$ cat src/rtl/neighbor_req_gen.sv
// Round-robin neighbour-list request generator feeding the neighbour-ID FIFO.
// Optional NEIGHBOR_REQ_STATS_EN adds saturating issued/stall counters.
`ifndef Num_Edge_PE
`define Num_Edge_PE 4
`endif

module neighbor_req_gen #(
    parameter int unsigned NUM_PE      = `Num_Edge_PE,
    parameter int unsigned BANK_W      = 2,
    parameter int unsigned ROW_W       = 10,
    parameter int unsigned LEN_W       = 5,
    parameter int unsigned NBR_PER_ROW = 16,
    parameter int unsigned CNT_W       = 9,
    localparam int unsigned TAG_W      = (NUM_PE > 1) ? $clog2(NUM_PE) : 1,
    // wdata layout, MSB first: {valid, bank, row, len, PE_tag}
    localparam int unsigned WDATA_W    = 1 + BANK_W + ROW_W + LEN_W + TAG_W
) (
    input  logic                      clk,
    input  logic                      reset,
    input  logic [NUM_PE-1:0]         req_valid,
    output logic [NUM_PE-1:0]         req_ready,
    input  logic [NUM_PE*BANK_W-1:0]  req_bank,
    input  logic [NUM_PE*ROW_W-1:0]   req_row,
    input  logic [NUM_PE*CNT_W-1:0]   req_cnt,
    input  logic                      wfull,
    output logic [WDATA_W-1:0]        wdata,
    output logic [NUM_PE-1:0]         done,
`ifdef NEIGHBOR_REQ_STATS_EN
    output logic [15:0]               issued_cnt,
    output logic [15:0]               stall_cnt,
    output logic                      busy
`else
    output logic                      busy
`endif
);

    localparam int unsigned BR_W = BANK_W + ROW_W;

    typedef enum logic {
        IDLE  = 1'b0,
        ISSUE = 1'b1
    } state_e;

    state_e                state_q, state_d;
    logic [TAG_W-1:0]      rr_ptr_q, rr_ptr_d;
    logic [CNT_W-1:0]      rem_q, rem_d;
    logic [BANK_W-1:0]     cur_bank_q, cur_bank_d;
    logic [ROW_W-1:0]      cur_row_q, cur_row_d;
    logic [TAG_W-1:0]      cur_tag_q, cur_tag_d;
    logic [NUM_PE-1:0]     done_zero_q, done_zero_d;

    logic                  grant_found;
    logic [TAG_W-1:0]      grant_idx;
    logic [TAG_W-1:0]      scan_idx;
    logic [BANK_W-1:0]     grant_bank;
    logic [ROW_W-1:0]      grant_row;
    logic [CNT_W-1:0]      grant_cnt;
    logic [CNT_W-1:0]      len_full;
    logic [LEN_W-1:0]      len_field;
    logic                  wr_en;
    logic                  last_wr;

    // Round-robin scan starting at rr_ptr, then mux out the winner's descriptor.
    always_comb begin
        grant_found = 1'b0;
        grant_idx   = '0;
        scan_idx    = '0;
        for (int i = 0; i < int'(NUM_PE); i++) begin
            scan_idx = TAG_W'((int'(rr_ptr_q) + i) % int'(NUM_PE));
            if (!grant_found && req_valid[scan_idx]) begin
                grant_found = 1'b1;
                grant_idx   = scan_idx;
            end
        end
        grant_bank = '0;
        grant_row  = '0;
        grant_cnt  = '0;
        for (int p = 0; p < int'(NUM_PE); p++) begin
            if (TAG_W'(p) == grant_idx) begin
                grant_bank = req_bank[p*BANK_W +: BANK_W];
                grant_row  = req_row[p*ROW_W +: ROW_W];
                grant_cnt  = req_cnt[p*CNT_W +: CNT_W];
            end
        end
    end

    always_comb begin
        len_full  = (rem_q > CNT_W'(NBR_PER_ROW)) ? CNT_W'(NBR_PER_ROW) : rem_q;
        len_field = len_full[LEN_W-1:0];
        wr_en     = (state_q == ISSUE) && !wfull;
        last_wr   = wr_en && (rem_q == len_full);
    end

    always_ff @(posedge clk or negedge reset) begin
        if (!reset) begin
            state_q     <= IDLE;
            rr_ptr_q    <= '0;
            rem_q       <= '0;
            cur_bank_q  <= '0;
            cur_row_q   <= '0;
            cur_tag_q   <= '0;
            done_zero_q <= '0;
        end else begin
            state_q     <= state_d;
            rr_ptr_q    <= rr_ptr_d;
            rem_q       <= rem_d;
            cur_bank_q  <= cur_bank_d;
            cur_row_q   <= cur_row_d;
            cur_tag_q   <= cur_tag_d;
            done_zero_q <= done_zero_d;
        end
    end

    always_comb begin
        state_d     = state_q;
        rr_ptr_d    = rr_ptr_q;
        rem_d       = rem_q;
        cur_bank_d  = cur_bank_q;
        cur_row_d   = cur_row_q;
        cur_tag_d   = cur_tag_q;
        done_zero_d = '0;
        case (state_q)
            IDLE: begin
                if (grant_found) begin
                    cur_bank_d = grant_bank;
                    cur_row_d  = grant_row;
                    rem_d      = grant_cnt;
                    cur_tag_d  = grant_idx;
                    rr_ptr_d   = TAG_W'((int'(grant_idx) + 1) % int'(NUM_PE));
                    // An empty list completes without touching the FIFO.
                    if (grant_cnt == '0) begin
                        done_zero_d[grant_idx] = 1'b1;
                    end else begin
                        state_d = ISSUE;
                    end
                end
            end
            ISSUE: begin
                if (wr_en) begin
                    rem_d = rem_q - len_full;
                    // Row overflow carries into the bank field.
                    {cur_bank_d, cur_row_d} = {cur_bank_q, cur_row_q} + BR_W'(1);
                    if (last_wr) begin
                        state_d = IDLE;
                    end
                end
            end
            default: state_d = IDLE;
        endcase
    end

    always_comb begin
        req_ready = '0;
        wdata     = '0;
        done      = done_zero_q;
        busy      = (state_q != IDLE);
        if (state_q == IDLE && grant_found) begin
            req_ready[grant_idx] = 1'b1;
        end
        if (state_q == ISSUE) begin
            wdata = {!wfull, cur_bank_q, cur_row_q, len_field, cur_tag_q};
        end
        if (last_wr) begin
            done[cur_tag_q] = 1'b1;
        end
    end

`ifdef NEIGHBOR_REQ_STATS_EN
    logic [15:0] issued_cnt_q, issued_cnt_d;
    logic [15:0] stall_cnt_q, stall_cnt_d;

    // Saturating activity counters.
    always_comb begin
        issued_cnt_d = issued_cnt_q;
        stall_cnt_d  = stall_cnt_q;
        if (wr_en && issued_cnt_q != 16'hFFFF) begin
            issued_cnt_d = issued_cnt_q + 16'd1;
        end
        if (state_q == ISSUE && wfull && stall_cnt_q != 16'hFFFF) begin
            stall_cnt_d = stall_cnt_q + 16'd1;
        end
    end

    always_ff @(posedge clk or negedge reset) begin
        if (!reset) begin
            issued_cnt_q <= '0;
            stall_cnt_q  <= '0;
        end else begin
            issued_cnt_q <= issued_cnt_d;
            stall_cnt_q  <= stall_cnt_d;
        end
    end

    assign issued_cnt = issued_cnt_q;
    assign stall_cnt  = stall_cnt_q;
`endif

endmodule

$ cat config.mk
export PLATFORM = sky130hd
export DESIGN_NAME = neighbor_req_gen
export DESIGN_NICKNAME = d
export VERILOG_FILES = /design/src/rtl/neighbor_req_gen.sv
export SDC_FILE = /design/constraint.sdc
export NUM_CORES = 1
export LEC_CHECK = 0
export CORE_MARGIN = 5
export CORE_UTILIZATION = 40
export CTS_CLUSTER_DIAMETER = 30
export DETAILED_ROUTE_END_ITERATION = 10
export PLACE_DENSITY = 0.75
export SYNTH_ARGS = -nofsm -noshare
export SYNTH_HDL_FRONTEND = slang
export SYNTH_SLANG_ARGS = --single-unit
$ cat constraint.sdc
create_clock -name clk -period 4.1 [get_ports clk]
set_clock_uncertainty 0.2 [all_clocks]
set_input_delay 0.82 -clock clk [delete_from_list [all_inputs] [get_ports clk]]
set_output_delay 0.82 -clock clk [all_outputs]
set_load 0.02 [all_outputs]
==> run metrics <==
initial antenna violation count 0; total CTS buffers 5; number of synthesized flops with an enable pin 0; Seq/Total Area, Yosys 27.5%; Slew Viols, Final 0; H-Tree Depth 2; design area 4190 µm²; Setup CP Type input port to primary output; full die area 8570 µm²; FILL cells 573; startpoint types input port; first-pass GRT wire length 15100 µm; crit path DAT 2.92 ns; Syn. warnings 0; wire length per cell 17.3 µm; Cells after Synth 337; CP required 3.08 ns; Total Wirelength 9490 µm; I/O pin count 120; HPWL Detailed 7520 µm; crit path from req_valid[1]; syn nets 434; #FFs+latches synth 30; GRT overflow 0; clock buffer depth 2; final worst-path cycle share 96.1%; Layout Nets 563; Post-DRT Antenna Nets 0; Initial Util 40.6%; GPL Wtd Cong 0.846; Synth top area share 27.5%; largest net degree at the start of global routing 31; drt drc 0; CP Max Fanout 6; GRT Total Usage 21.8%; ratio of cells with drive above 1 in the final layout 11.1%; worst r2r src rr_ptr_q[1]; MaxCap Viol Count 0; Peak Freq 254 MHz; Worst path slowest cell clkdlybuf4s50_1; hold_ws 0.290 ns; Die H 92.6 µm; later-pin clock latency in the skew report 0.28 ns; CTS tree built; RSZ-0062 raised after global routing no; final cell count without fillers 547; die boundary width 92.6 µm; Post-Syn Area per Cell 8.09 µm²; vias in the first global route 3026; Final Hold Viols 0; Initial DRC Count 280; Via Count 3188; Synth Cell Area 2730 µm²; Post-synth top flop dfrtp_1; Avg Vias per Cell 5.83; DRT Pass-1 Iters 5; clk slew on worst S/H paths 0.06 ns; core outline area 6720 µm²; Least-Margin Pin Slew 1.29 ns; Min-Delay Path Class register to register; cell taking the most area after synthesis dfrtp_1; area delta synth->final 53.6%; top post-synthesis cells by area dfrtp_1, a221oi_1, nand2_1; fin crit period 3.94 ns; Power Density 584 nW/µm²; CP Capture Type primary output; worst vdd ir 211 µV; dpl cell area 4090 µm²; cell depth of the worst flop-to-flop path 12; async set or reset register ratio after synthesis 100%; crit path cell chain clkdlybuf4s50_1 -> mux2i_1 -> a221oi_1 -> and2_1 -> inv_1 -> ha_1 -> and3_1 -> dlygate4sd2_1; synth unique cells 62; clk root buf clkbuf_8; DP Cell Count 539; multi-input logic area 1790 µm²; Hold Path Depth 1; Diodes inserted 0; status complete, no violations; setup tns final 0 ns; hold_sp rem_q[0]; Port Buffers 119; Slew headroom 12.9%; num rows 30; final setup fails 0; leak pwr 1.70 nW; Worst R2R Setup Slack 0.80 ns; crit-path max cell delay 0.56 ns; clock sink total 30; FF+latch area 751 µm²
## kinds of logic after synthesis
group	synth area share, %
flops	27.5
mux	1.83
xor+xnor	0.642
other cells	0.137
buf+inv	7.11
compound gates	34.4
simple gates	25.6
fa+ha+maj	2.75
## flip-flops by register name, summed over array words and instances, names as in the netlist
signal and flops:
rr_ptr_q 2, done_zero_q 4, rem_q 9, cur_row_q 10, cur_tag_q 2, cur_bank_q 2
busy 1
## Yosys cell counts (9+ instances only)
cell      count
a21oi_1      20
a221oi_1     13
a22oi_1      10
and2_1       16
buf_2         9
clkbuf_1     11
dfrtp_1      30
inv_1        12
nand2_1      28
nand2b_1      9
nor2_1       13
nor2b_1      10
nor3_1       12
o21ai_0      18
o22ai_1      14
## per-layer routing
layer	wire [µm]	vias to the layer above	track usage [%]
li1	-	1559	-
met1	4220	1474	30.2
met5	0	-	0
met4	142	0	5.07
met3	608	18	3.57
met2	4520	137	35.6
## per-stage QoR
stage	total power [mW]	worst slack (ns)	util, %
after floorplan	1.59	0.426	-
after global placement	2.16	-0.00569	60.9
after detailed placement	2.19	-0.0303	60.9
after CTS	2.44	0.0126	62.2
after global routing	2.65	0.0632	62.4
final	2.45	0.162	62.4
## layout make-up
cell class	count	area share, %
Clock buffer	7	2.06
Tap cell	80	2.39
Timing Repair Buffer	147	33.5
Multi-Input combinational cell	268	42.7
Clock inverter	1	0.119
Inverter	14	1.31
Sequential cell	30	17.9
## timing repair
action | 4_1_cts | 5_1_grt
buffers inserted | 0 | 0
hold buffers | 0 | 0
pin swaps | 0 | 0
hold endpoints to repair | 0 | 0
setup endpoints to repair | 2 | 7
gates resized for setup | 2 | 5
## final timing paths
kind / endpoint
max in group asynchronous: cur_row_q[8]
min in group asynchronous: rr_ptr_q[1]
min: rem_q[0]
max reg2reg: done_zero_q[3]
max: req_ready[2]
min reg2reg: rem_q[0]
## report_power, final
| part | switching [mW] | total, mW | internal, mW |
|---|---|---|---|
| Clock | 0.107 | 0.243 | 0.135 |
| Sequential | 0.184 | 0.598 | 0.414 |
| Combinational | 0.845 | 1.61 | 0.762 |
## placed cells by master, fill, tap and decap left out, types with 12 or more instances in the layout
cell,netlist,layout
a21oi_1,20,20
a221oi_1,13,13
and2_1,16,16
buf_4,1,28
clkdlybuf4s50_1,0,115
dfrtp_1,30,30
inv_1,12,12
nand2_1,28,28
nor2_1,13,13
nor3_1,12,12
o21ai_0,18,18
o22ai_1,14,13
## worst max-delay path, delay by kind of cell
family	cells	cell delay [ns]
and+or+nand+nor	2	0.43
adders and majority gates	1	0.21
muxes	1	0.11
buffers and inverters	3	0.95
AOI/OAI and AO/OA	1	0.39
(Power assumes the default switching activity.)
==> variant 1 (same flow settings) <==
Add a define of `NEIGHBOR_REQ_STATS_EN`.
--- a/src/rtl/neighbor_req_gen.sv
+++ b/src/rtl/neighbor_req_gen.sv
@@ -1,5 +1,7 @@
 // Round-robin neighbour-list request generator feeding the neighbour-ID FIFO.
 // Optional NEIGHBOR_REQ_STATS_EN adds saturating issued/stall counters.
+`define NEIGHBOR_REQ_STATS_EN
+
 `ifndef Num_Edge_PE
 `define Num_Edge_PE 4
 `endif
Behaviour (old outputs only; new: issued_cnt and stall_cnt): same outputs for any inputs over 4 cycles, from zero or initial values and one cycle with reset low; that may be too few to reach the edited logic, so the function may still have changed.
==> variant 1 against the original RTL <==
  * Design area rose by 45%
  * Power rose by 36%
  * Synthesized area grew 50%
  * Synthesized cell count up 39%
  * Worst setup slack worse by 11 ps
  * Sequential cell count rose by 32
  * Wire length grew 36%
  * Largest power group unchanged
==> variant 1: results (changes against the original RTL) <==
----------------------------------------------------
[Drt]
  Metal3 WL ... 950 um (was 608 um)
  Vias after detailed routing ... 4337 (was 3188)
  Number of DRC markers after the initial detailed-route iteration ... 350 (was 280)
  Met2 routed wirelength ... 6023 um (was 4522 um)
  Total routed wirelength ... 12890 um (was 9489 um)

[Global route]
  Global Route Usage Sum ... 20.11% (was 21.82%)
  Grt met2 use ... 32.61% (was 35.59%)
  Pin count of the biggest net entering global routing ... 39 (was 31)
  Met3 usage ... 4.476% (was 3.574%)
  Met1 track utilization from global routing ... 26.29% (was 30.15%)

[Status]
  Result of the run ... complete, no violations (unchanged)

[Pwr]
  P_leak ... 2.466 nW (was 1.697 nW)
  Net switching power ... 0.001329 W (was 0.001136 W)
  Worst vdd rail ir drop ... 0.2461 mV (was 0.2113 mV)
  Power share of the combinational group ... 49.7% (was 65.7%)

[Logic synthesis]
  Post-synthesis net count ... 568 (was 434)
  Synthesized-area fraction occupied by ao, oa, aoi and oai cells ... 22.61% (was 34.36%)
  Number of different library cells in the post-synthesis netlist ... 68 (was 62)
  Xor-xnor portion of the synthesized cell area ... 7.047% (was 0.6422%)
  Most numerous cell types in the synthesized netlist ... dfrtp_1 (62), nand2_1 (36), nor2_1 (30) (was dfrtp_1 (30), nand2_1 (28), a21oi_1 (20))
  Multiplexer fraction of the synthesized cell area ... 1.312% (was 1.835%)
  Post-synthesis share of cell area spent on full adders, half adders and majority gates ... 2.441% (was 2.752%)
  Synth Area per Inst ... 8.745 um^2 (was 8.094 um^2)

[Place]
  DP Wirelength ... 9970 um (was 7519 um)
  Post-placement setup slack ... -149.1 ps (was -30.27 ps)
  Post-place instance area ... 5823 um^2 (was 4090 um^2)
  Final Wtd Congestion ... 0.8783 (was 0.8457)

[Critical path]
  Setup slack of the worst register-to-register path ... 870 ps (was 800 ps)
  Worst-path maximum fanout ... 5 (was 6)
  Worst endpoint data arrival time ... 2930 ps (was 2920 ps)

[Hold path]
  Start point of the worst hold path ... rem_q[3] (was rem_q[0])
  Hold Path Sink ... rem_q[3] (was rem_q[0])

[CTS]
  Number of H-tree levels ... 3 (was 2)
  PostCTS Resize Cnt ... 4 (was 2)
  Latest clock arrival within the worst-skew pair ... 330 ps (was 280 ps)
  CTS Buf Count ... 9 (was 5)

[STA]
  Tightest slew margin relative to the limit ... 41.20% (was 12.91%)
  Post-Route Hold Slack ... 299.2 ps (was 289.8 ps)
  Setup ws final ... 150.7 ps (was 161.6 ps)

[Final layout]
  Share of cells above drive strength 1 ... 8.571% (was 11.13%)
  Nets ... 725 (was 563)

----------------------------------------------------
==> variant 1: cell count changes in the layout (fill, tap and decap cells not counted), moves of 12 or more <==
cell | unedited run | this run
nor3_1 | 12 | 29
clkdlybuf4s50_1 | 115 | 146
a211oi_1 | 8 | 22
nor2_1 | 13 | 29
nand3_1 | 5 | 17
dfrtp_1 | 30 | 62
xnor2_1 | 2 | 19
xor2_1 | 0 | 14
==> variant 1: cell type report <==
| cell class | count | area, um^2 |
|---|---|---|
| flip-flops and latches | 62 | 1551 |
| fillers | 900 | 4110 |
| clock inverters | 4 | 95.09 |
| inverters | 17 | 63.81 |
| multi-input cells | 368 | 2420 |
| well taps | 136 | 170.2 |
| repair buffers | 168 | 1633 |
| clock buffers | 11 | 141.4 |
==> variant 2 (same flow settings) <==
Made on the original files. Set the parameter `CNT_W` to 18 (it was 9).
--- a/src/rtl/neighbor_req_gen.sv
+++ b/src/rtl/neighbor_req_gen.sv
@@ -10,7 +10,7 @@
     parameter int unsigned ROW_W       = 10,
     parameter int unsigned LEN_W       = 5,
     parameter int unsigned NBR_PER_ROW = 16,
-    parameter int unsigned CNT_W       = 9,
+    parameter int unsigned CNT_W       = 18,
     localparam int unsigned TAG_W      = (NUM_PE > 1) ? $clog2(NUM_PE) : 1,
     // wdata layout, MSB first: {valid, bank, row, len, PE_tag}
     localparam int unsigned WDATA_W    = 1 + BANK_W + ROW_W + LEN_W + TAG_W
Interface: changed (resized req_cnt); port bits go from 120 to 156. No check against the original RTL was run, so the function may have changed too.
==> variant 2 against the original RTL <==
  * Synthesized area is 31% higher
  * Power up 52%
  * Critical path depth unchanged
  * Cell count grew 40%
  * Sequential cell count grew 9
  * Count of clock-buffer cells in the layout shrank 1
  * Wire length rose by 54%
  * Design area increased by 38%
  * Critical endpoint is now done[1]
  * Worst setup slack got worse by 65 ps
==> variant 2: results (changes against the original RTL) <==
----------------------------------------------------
[Status]
  Result of the run ... complete, no violations (unchanged)

[Global route]
  Vias in the first global route ... 4561 (was 3026)
  Pin count of the biggest net entering global routing ... 40 (was 31)
  Global Route Usage Sum ... 26.06% (was 21.82%)

[Logic synthesis]
  Most numerous cell types in the synthesized netlist ... nand2_1 (44), nor2_1 (42), dfrtp_1 (39) (was dfrtp_1 (30), nand2_1 (28), a21oi_1 (20))
  Number of instances in the synthesized netlist ... 467 (was 337)
  Post-synthesis net count ... 600 (was 434)
  Largest cells by area after synthesis ... dfrtp_1 (27%), nand2_1 (4.6%), o21ai_0 (4.6%), nor2_1 (4.4%), a21oi_1 (4.2%) (was dfrtp_1 (28%), a221oi_1 (4.2%), nand2_1 (3.9%), a21oi_1 (3.7%), and2_1 (3.7%))
  Number of different library cells in the post-synthesis netlist ... 60 (was 62)
  Sequential-to-total area share from yosys stat ... 27.32% (was 27.52%)

[Place]
  Post-place instance area ... 5585 um^2 (was 4090 um^2)
  Post-placement setup slack ... -364.5 ps (was -30.27 ps)
  Final Wtd Congestion ... 0.9012 (was 0.8457)
  DP Wirelength ... 11780 um (was 7519 um)

[Critical path]
  Number of cell instances on the worst register-to-register path ... 15 (was 12)
  Worst endpoint data arrival time ... 2980 ps (was 2920 ps)
  Worst-path maximum fanout ... 6 (unchanged)
  Reg2reg start ... rr_ptr_q[0] (was rr_ptr_q[1])
  Worst reg2reg path endpoint ... done_zero_q[0] (was done_zero_q[3])
  Top cell family by delay on the critical path ... simple AND/OR/NAND/NOR gates (was buffers and inverters)
  Setup slack of the worst register-to-register path ... 600 ps (was 800 ps)

[Drt]
  Vias after detailed routing ... 4539 (was 3188)
  Average wire length per cell after detail routing ... 19.07 um (was 17.35 um)
  Number of DRC markers after the initial detailed-route iteration ... 329 (was 280)

[CTS]
  Clk pin slew, worst setup/hold paths ... 80 ps (was 60 ps)

[Hold path]
  Start point of the worst hold path ... cur_bank_q[1] (was rem_q[0])
  Hold Path Sink ... cur_bank_q[1] (was rem_q[0])

[STA]
  Post-Route Hold Slack ... 313.7 ps (was 289.8 ps)
  Tightest slew margin relative to the limit ... 38.38% (was 12.91%)

[Pwr]
  P_leak ... 2.380 nW (was 1.697 nW)

[Final layout]
  Non-Filler Instances ... 766 (was 547)
  Nets ... 790 (was 563)
  Top flop regs ... rem_q: 18 flops, cur_row_q: 10 flops, done_zero_q: 4 flops (was cur_row_q: 10 flops, rem_q: 9 flops, done_zero_q: 4 flops)

----------------------------------------------------
## variant 2: layer usage
metal / up-vias / global-route usage, % / wire [um]
met3: 32 / 3.414 / 818
met5: - / 0 / 0
met1: 2153 / 35.97 / 6340
li1: 2162 / - / -
met2: 192 / 42.58 / 7082
met4: 0 / 7.586 / 370
## variant 2: how the worst max path moves through the flow
stage / from / endpoint / slack (ps) / cells after the start
final: rem_q[6] / done[1] / 100 / 8
after global routing: req_valid[1] / done_zero_q[1] / -60 / 15
after CTS: req_valid[3] / done_zero_q[0] / 30 / 15
after detailed placement: req_valid[3] / done_zero_q[0] / -360 / 15
after global placement: req_valid[3] / busy / -260 / 13
after floorplan: req_valid[3] / busy / 360 / 14
## variant 2: area by class of cell
type / count / area (um^2)
Tap cell: 108 / 135.1
Sequential cell: 39 / 975.9
Timing Repair Buffer: 217 / 2024
Fill cell: 741 / 2945
Clock inverter: 2 / 35.03
Multi-Input combinational cell: 374 / 2446
Clock buffer: 6 / 82.58
Inverter: 20 / 76.32
## variant 2: logic make-up after synthesis
| family | after synthesis | synth area share, % |
|---|---|---|
| AO/OA/AOI/OAI | 176 | 35.06 |
| multiplexers | 15 | 4.413 |
| other | 1 | 0.1050 |
| adder cells (fa/ha/maj) | 6 | 2.102 |
| flip-flops | 39 | 27.32 |
| AND/OR/NAND/NOR | 176 | 24.80 |
| buffers and inverters | 54 | 6.199 |
## variant 2: what timing repair did
action / in CTS / in global routing
pin swaps: 1 / 3
endpoints found under the setup margin: 16 / 9
gates resized for setup: 13 / 14
cloned: 0 / 0
hold buffers: 0 / 0
## variant 2: where the power goes
| part | switching, W | leakage (nW) | internal, W |
|---|---|---|---|
| clock network | 0.000143 | 0.0612 | 0.000197 |
| logic | 0.00138 | 1.86 | 0.00126 |
| registers | 0.000208 | 0.463 | 0.000537 |
